## config.mk

```make
export PLATFORM = sky130hd
export DESIGN_NAME = sum_accumulator_flat
export DESIGN_NICKNAME = d
export VERILOG_FILES = /design/src/rtl/sum_accumulator_if.sv /design/src/rtl/sum_accumulator.sv /design/src/flat_wrapper.sv
export SDC_FILE = /design/constraint.sdc
export NUM_CORES = 1
export LEC_CHECK = 0
export CAP_MARGIN = 40
export CORE_MARGIN = 4
export CORE_UTILIZATION = 35
export CTS_BUF_LIST = sky130_fd_sc_hd__clkbuf_8
export CTS_CLUSTER_SIZE = 10
export DETAILED_ROUTE_END_ITERATION = 8
export PLACE_DENSITY_LB_ADDON = 0.12
export SLEW_MARGIN = 15
export SYNTH_ARGS = -nofsm -noshare
export SYNTH_HDL_FRONTEND = slang
export SYNTH_SLANG_ARGS = --single-unit
```

## constraint.sdc

```tcl
create_clock -name clk -period 1.5 [get_ports clk]
set_input_delay 0.15 -clock clk [delete_from_list [all_inputs] [get_ports clk]]
set_output_delay 0.15 -clock clk [all_outputs]
set_load 0.01 [all_outputs]
```

## src/rtl/sum_accumulator_if.sv

```systemverilog
// Handshake bundle between the upstream adder, the accumulator and its consumer.
// Input side: start/in_sum/in_valid/in_ready; output side: out_*/busy.
interface sum_accumulator_if #(
    parameter int IN_W  = 5,
    parameter int ACC_W = 8
);
    logic             start;
    logic [IN_W-1:0]  in_sum;
    logic             in_valid;
    logic             in_ready;
    logic [ACC_W-1:0] out_total;
    logic             out_ovf;
    logic             out_valid;
    logic             out_ready;
    logic             busy;

    modport master (
        output start,
        output in_sum,
        output in_valid,
        output out_ready,
        input  in_ready,
        input  out_total,
        input  out_ovf,
        input  out_valid,
        input  busy
    );

    modport slave (
        input  start,
        input  in_sum,
        input  in_valid,
        input  out_ready,
        output in_ready,
        output out_total,
        output out_ovf,
        output out_valid,
        output busy
    );
endinterface

```

## src/rtl/sum_accumulator.sv

```systemverilog
// Block accumulator: sums COUNT words per start pulse, flags carry-out.
// Define SUM_ACC_SATURATE_EN to clamp the total instead of wrapping.
module sum_accumulator #(
    parameter int IN_W  = 5,
    parameter int ACC_W = 8,
    parameter int COUNT = 4
) (
    input logic            clk,
    input logic            rst_n,
    sum_accumulator_if.slave bus
);
    localparam int CW = $clog2(COUNT + 1);

    typedef enum logic [1:0] {
        IDLE,
        ACC,
        DONE
    } state_t;

    state_t           state;
    state_t           state_nxt;
    logic [ACC_W-1:0] total;
    logic [CW-1:0]    cnt;
    logic             ovf;

    logic             clr;
    logic             accept;
    logic             in_ready;
    logic             out_valid;
    logic             last;
    logic [ACC_W:0]   sum;
    logic             carry;
    logic [ACC_W-1:0] total_add;

    assign last  = (cnt == CW'(COUNT - 1));
    assign sum   = {1'b0, total} + {{(ACC_W + 1 - IN_W){1'b0}}, bus.in_sum};
    assign carry = sum[ACC_W];

`ifdef SUM_ACC_SATURATE_EN
    assign total_add = carry ? {ACC_W{1'b1}} : sum[ACC_W-1:0];
`else
    assign total_add = sum[ACC_W-1:0];
`endif

    always_ff @(posedge clk or negedge rst_n) begin
        if (!rst_n) begin
            state <= IDLE;
        end else begin
            state <= state_nxt;
        end
    end

    always_comb begin
        state_nxt = state;
        in_ready  = 1'b0;
        out_valid = 1'b0;
        clr       = 1'b0;
        accept    = 1'b0;
        unique case (state)
            IDLE: begin
                if (bus.start) begin
                    state_nxt = ACC;
                    clr       = 1'b1;
                end
            end
            ACC: begin
                in_ready = 1'b1;
                accept   = bus.in_valid;
                if (accept && last) begin
                    state_nxt = DONE;
                end
            end
            DONE: begin
                out_valid = 1'b1;
                if (bus.out_ready) begin
                    state_nxt = IDLE;
                end
            end
            default: begin
                state_nxt = IDLE;
            end
        endcase
    end

    // Once a carry is seen the flag holds until the next start.
    always_ff @(posedge clk or negedge rst_n) begin
        if (!rst_n) begin
            total <= '0;
            cnt   <= '0;
            ovf   <= 1'b0;
        end else if (clr) begin
            total <= '0;
            cnt   <= '0;
            ovf   <= 1'b0;
        end else if (accept) begin
            total <= total_add;
            cnt   <= cnt + 1'b1;
            ovf   <= ovf | carry;
        end
    end

    assign bus.in_ready  = in_ready;
    assign bus.out_valid = out_valid;
    assign bus.out_total = total;
    assign bus.out_ovf   = ovf;
    assign bus.busy      = (state != IDLE);
endmodule

```

## src/flat_wrapper.sv

```systemverilog
// flat-port wrapper written by rule: the top's interface ports become plain ports
module sum_accumulator_flat 
#(
    parameter int IN_W  = 5,
    parameter int ACC_W = 8,
    parameter int COUNT = 4
)
  (clk, rst_n, bus_start, bus_in_sum, bus_in_valid, bus_out_ready, bus_in_ready, bus_out_total, bus_out_ovf, bus_out_valid, bus_busy);
  sum_accumulator_if #(.IN_W(IN_W), .ACC_W(ACC_W)) bus_i ();
  input logic clk;
  input logic rst_n;
  input wire logic [$bits(bus_i.start)-1:0] bus_start;
  input wire logic [$bits(bus_i.in_sum)-1:0] bus_in_sum;
  input wire logic [$bits(bus_i.in_valid)-1:0] bus_in_valid;
  input wire logic [$bits(bus_i.out_ready)-1:0] bus_out_ready;
  output wire logic [$bits(bus_i.in_ready)-1:0] bus_in_ready;
  output wire logic [$bits(bus_i.out_total)-1:0] bus_out_total;
  output wire logic [$bits(bus_i.out_ovf)-1:0] bus_out_ovf;
  output wire logic [$bits(bus_i.out_valid)-1:0] bus_out_valid;
  output wire logic [$bits(bus_i.busy)-1:0] bus_busy;
  assign bus_i.start = bus_start;
  assign bus_i.in_sum = bus_in_sum;
  assign bus_i.in_valid = bus_in_valid;
  assign bus_i.out_ready = bus_out_ready;
  assign bus_in_ready = bus_i.in_ready;
  assign bus_out_total = bus_i.out_total;
  assign bus_out_ovf = bus_i.out_ovf;
  assign bus_out_valid = bus_i.out_valid;
  assign bus_busy = bus_i.busy;
  sum_accumulator #(.IN_W(IN_W), .ACC_W(ACC_W), .COUNT(COUNT)) u_core (.clk(clk), .rst_n(rst_n), .bus(bus_i));
endmodule
```

==> reports/results.txt <==
Starting Density: 0.368
Overall Global Routing Usage: 0.134
Comb power frac: 0.559
maximum vdd drop: 0.888 mV
Finished Layout Cells: 148
CTS Sinks: 14
Post-CTS Hold Buffers: 0
vias in the first global route: 751
first-pass GRT wire length: 3.35 mm
Mapped Nets: 102
Antenna diodes: 0
library cells used by synthesis: 27
Die Y: 56.2 um
WP data arrival: 1.79 ns
Period minus WS final: 1.62 ns
worst skew pair latency: 0.24 ns
share of the synthesized area in the top cell type: 0.430
dpl cells: 144
layout cells sized above 1: 0.242
Critical Path Sink Type: flop
fin nets: 140
CP startpoint kind: flop
PwrDens: 1780 nW/um^2
Min-Delay Path Class: input pin to async pin
Fin. Hold Viols: 0
f_max: 618 MHz
final worst-path cycle share: 1.08
Finished Cell Area: 1230 sq um
CTS tree: yes
residual DRC count: 0
Via density: 4.99
# setup viols final: 3
switching part of the total: 0.375
area delta synth->final: 51.3%
Max-cap violations: 0
initial antenna violation count: 0
register bit total from synthesis: 14
crit path max fanout: 2
Clock power frac: 0.139
final antenna-violating net count: 0
Yosys warnings: 0
kind of critical path: flop to flop
clk root buf: clkbuf_8
drt pass-1 iters: 4
P_leak: 0.587 nW
post-synthesis instance total: 84
Int Pwr: 1.37 mW
detailed-route via count: 739
outcome: complete, but fails checks
total CTS buffers: 3
unrepaired setup endpoints after global routing: yes
DP HPWL: 1.45 mm
final slew viol count: 0
Port Buffers: 21
routed wire length: 1.94 mm
clock transition at the registers of the reported paths: 0.06 ns
H-tree level count: 1
Post-Syn Area: 815 sq um
gr ovfl total: 0
DR iter-0 viols: 10
mean post-synth cell area: 9.70 sq um
RD Place Congestion: 0.727
placed cell area: 1150 sq um
Worst slew margin: 0.783
Die ar.: 3160 sq um
Final Util: 0.557
Core Box Area: 2210 sq um
Worst Skew: 0.00256 ns
clk buf depth: 2
failing checks: setup timing
Switching Power: 821 uW
Seq pwr share: 0.302
final worst setup slack: -0.118 ns
IO Pins: 22
area leader, netlist: dfrtp_1
Worst Tran Pin Value: 0.325 ns
top cells by area, synth: dfrtp_1, ha_1, nand2_1, o21ai_0, mux2i_1
wire per inst: 13.1 um
pin count of the biggest net entering global routing: 15
sequential area share after synthesis: 0.430
Chip Width: 56.2 um
WP data required: 1.67 ns
Site Rows: 17
## cells in the final DEF, fill, tap and decap left out, drive strengths merged, types with 3 or more instances in the layout
cell type       n
mux2i           3
a21oi           3
ha              7
o21ai           9
buf            12
clkdlybuf4s50  17
nor2            7
clkbuf          3
inv             6
nand2          15
dfrtp          14
## cell usage after synthesis, drive strengths merged
cell type  instances
ha                 7
a211oi             2
nand2             15
o31a               1
o2111ai            1
and3b              1
a22o               2
o21ai              9
a21o               1
nor2b              2
dfrtp             14
inv                6
nand3b             1
a21oi              3
fa                 1
nor3               1
nor3b              1
nand4              1
nand3              1
o21a               1
nor2               7
a32o               1
mux2i              3
and2b              2
## flip-flops by register name (all words and copies together), names as in the netlist
name and cells:
u_core.bus.out_ovf 1, u_core.cnt 3, u_core.state 2, u_core.bus.out_total 8
## metal layers
| metal | GRT usage | part of all wire | vias to the layer above |
|---|---|---|---|
| met1 | 0.167 | 0.46 | 351 |
| met2 | 0.212 | 0.48 | 18 |
| met5 | 0 | 0 | - |
| met4 | 0.0610 | 0.0052 | 0 |
| li1 | - | - | 368 |
| met3 | 0.0371 | 0.049 | 2 |
## through the flow
step | setup TNS [ns] | hold WS (ns) | worst slack (ns) | total power [mW]
2_1_floorplan | -0.343 | -0.146 | -0.139 | 1.26
3_3_place_gp | -1.83 | 0.467 | -0.350 | 1.79
3_5_place_dp | -1.92 | 0.481 | -0.395 | 1.81
4_1_cts | -0.314 | 0.231 | -0.116 | 2.14
5_1_grt | -0.628 | 0.243 | -0.210 | 2.39
6_report | -0.268 | 0.219 | -0.118 | 2.19
## final cells by class
type / count / area, sq um
Clock buffer: 3 / 41.3
Tap cell: 28 / 35.0
Sequential cell: 14 / 353
Inverter: 6 / 22.5
Multi-Input combinational cell: 64 / 478
Timing Repair Buffer: 33 / 303
Fill cell: 212 / 980
## power by group through the flow
| stage | Clock, mW | Sequential [mW] | Combinational [mW] |
|---|---|---|---|
| after floorplan | 0 | 0.677 | 0.580 |
| after global routing | 0.328 | 0.684 | 1.38 |
| after global placement | 0 | 0.648 | 1.14 |
| final | 0.304 | 0.662 | 1.23 |
| after CTS | 0.310 | 0.651 | 1.18 |
| after detailed placement | 0 | 0.653 | 1.16 |
## worst max-delay path, stage by stage, from the launching register on
cell,delay [ns]
dfrtp_1,0.38
ha_2,0.19
inv_2,0.05
fa_2,0.22
nor2b_4,0.04
o31a_1,0.26
o2111ai_2,0.20
mux2i_1,0.20
## timing repair
item / in CTS / in global routing
resized for setup: 4 / 11
endpoints found under the setup margin: 7 / 8
setup buffers: 1 / 1
pin swaps: 1 / 3
## worst paths after layout
check / startpoint / endpoint / depth (start not counted) / slack [ns]
worst max-delay path: u_core.bus.out_total[0] / u_core.bus.out_total[6] / 7 / -0.12
worst min-delay path: rst_n / u_core.bus.out_total[4] / 2 / 0.22
worst min register to register: u_core.cnt[2] / u_core.cnt[2] / 2 / 0.49
worst max register to register: u_core.bus.out_total[0] / u_core.bus.out_total[6] / 7 / -0.12
min in group clk: u_core.cnt[2] / u_core.cnt[2] / 2 / 0.49
max in group asynchronous: rst_n / u_core.bus.out_total[1] / 2 / 1.09
## cells by family (layout without fill, tap and decap cells)
kind of cell | count (synthesis) | in the layout | share of synthesized area
AND/OR/NAND/NOR | 32 | 32 | 0.200
AO/OA/AOI/OAI | 21 | 21 | 0.174
flip-flops | 14 | 14 | 0.430
adder cells (fa/ha/maj) | 8 | 8 | 0.132
buffers and inverters | 6 | 42 | 0.0276
multiplexers | 3 | 3 | 0.0369
Power figures use the tool's default switching activity.
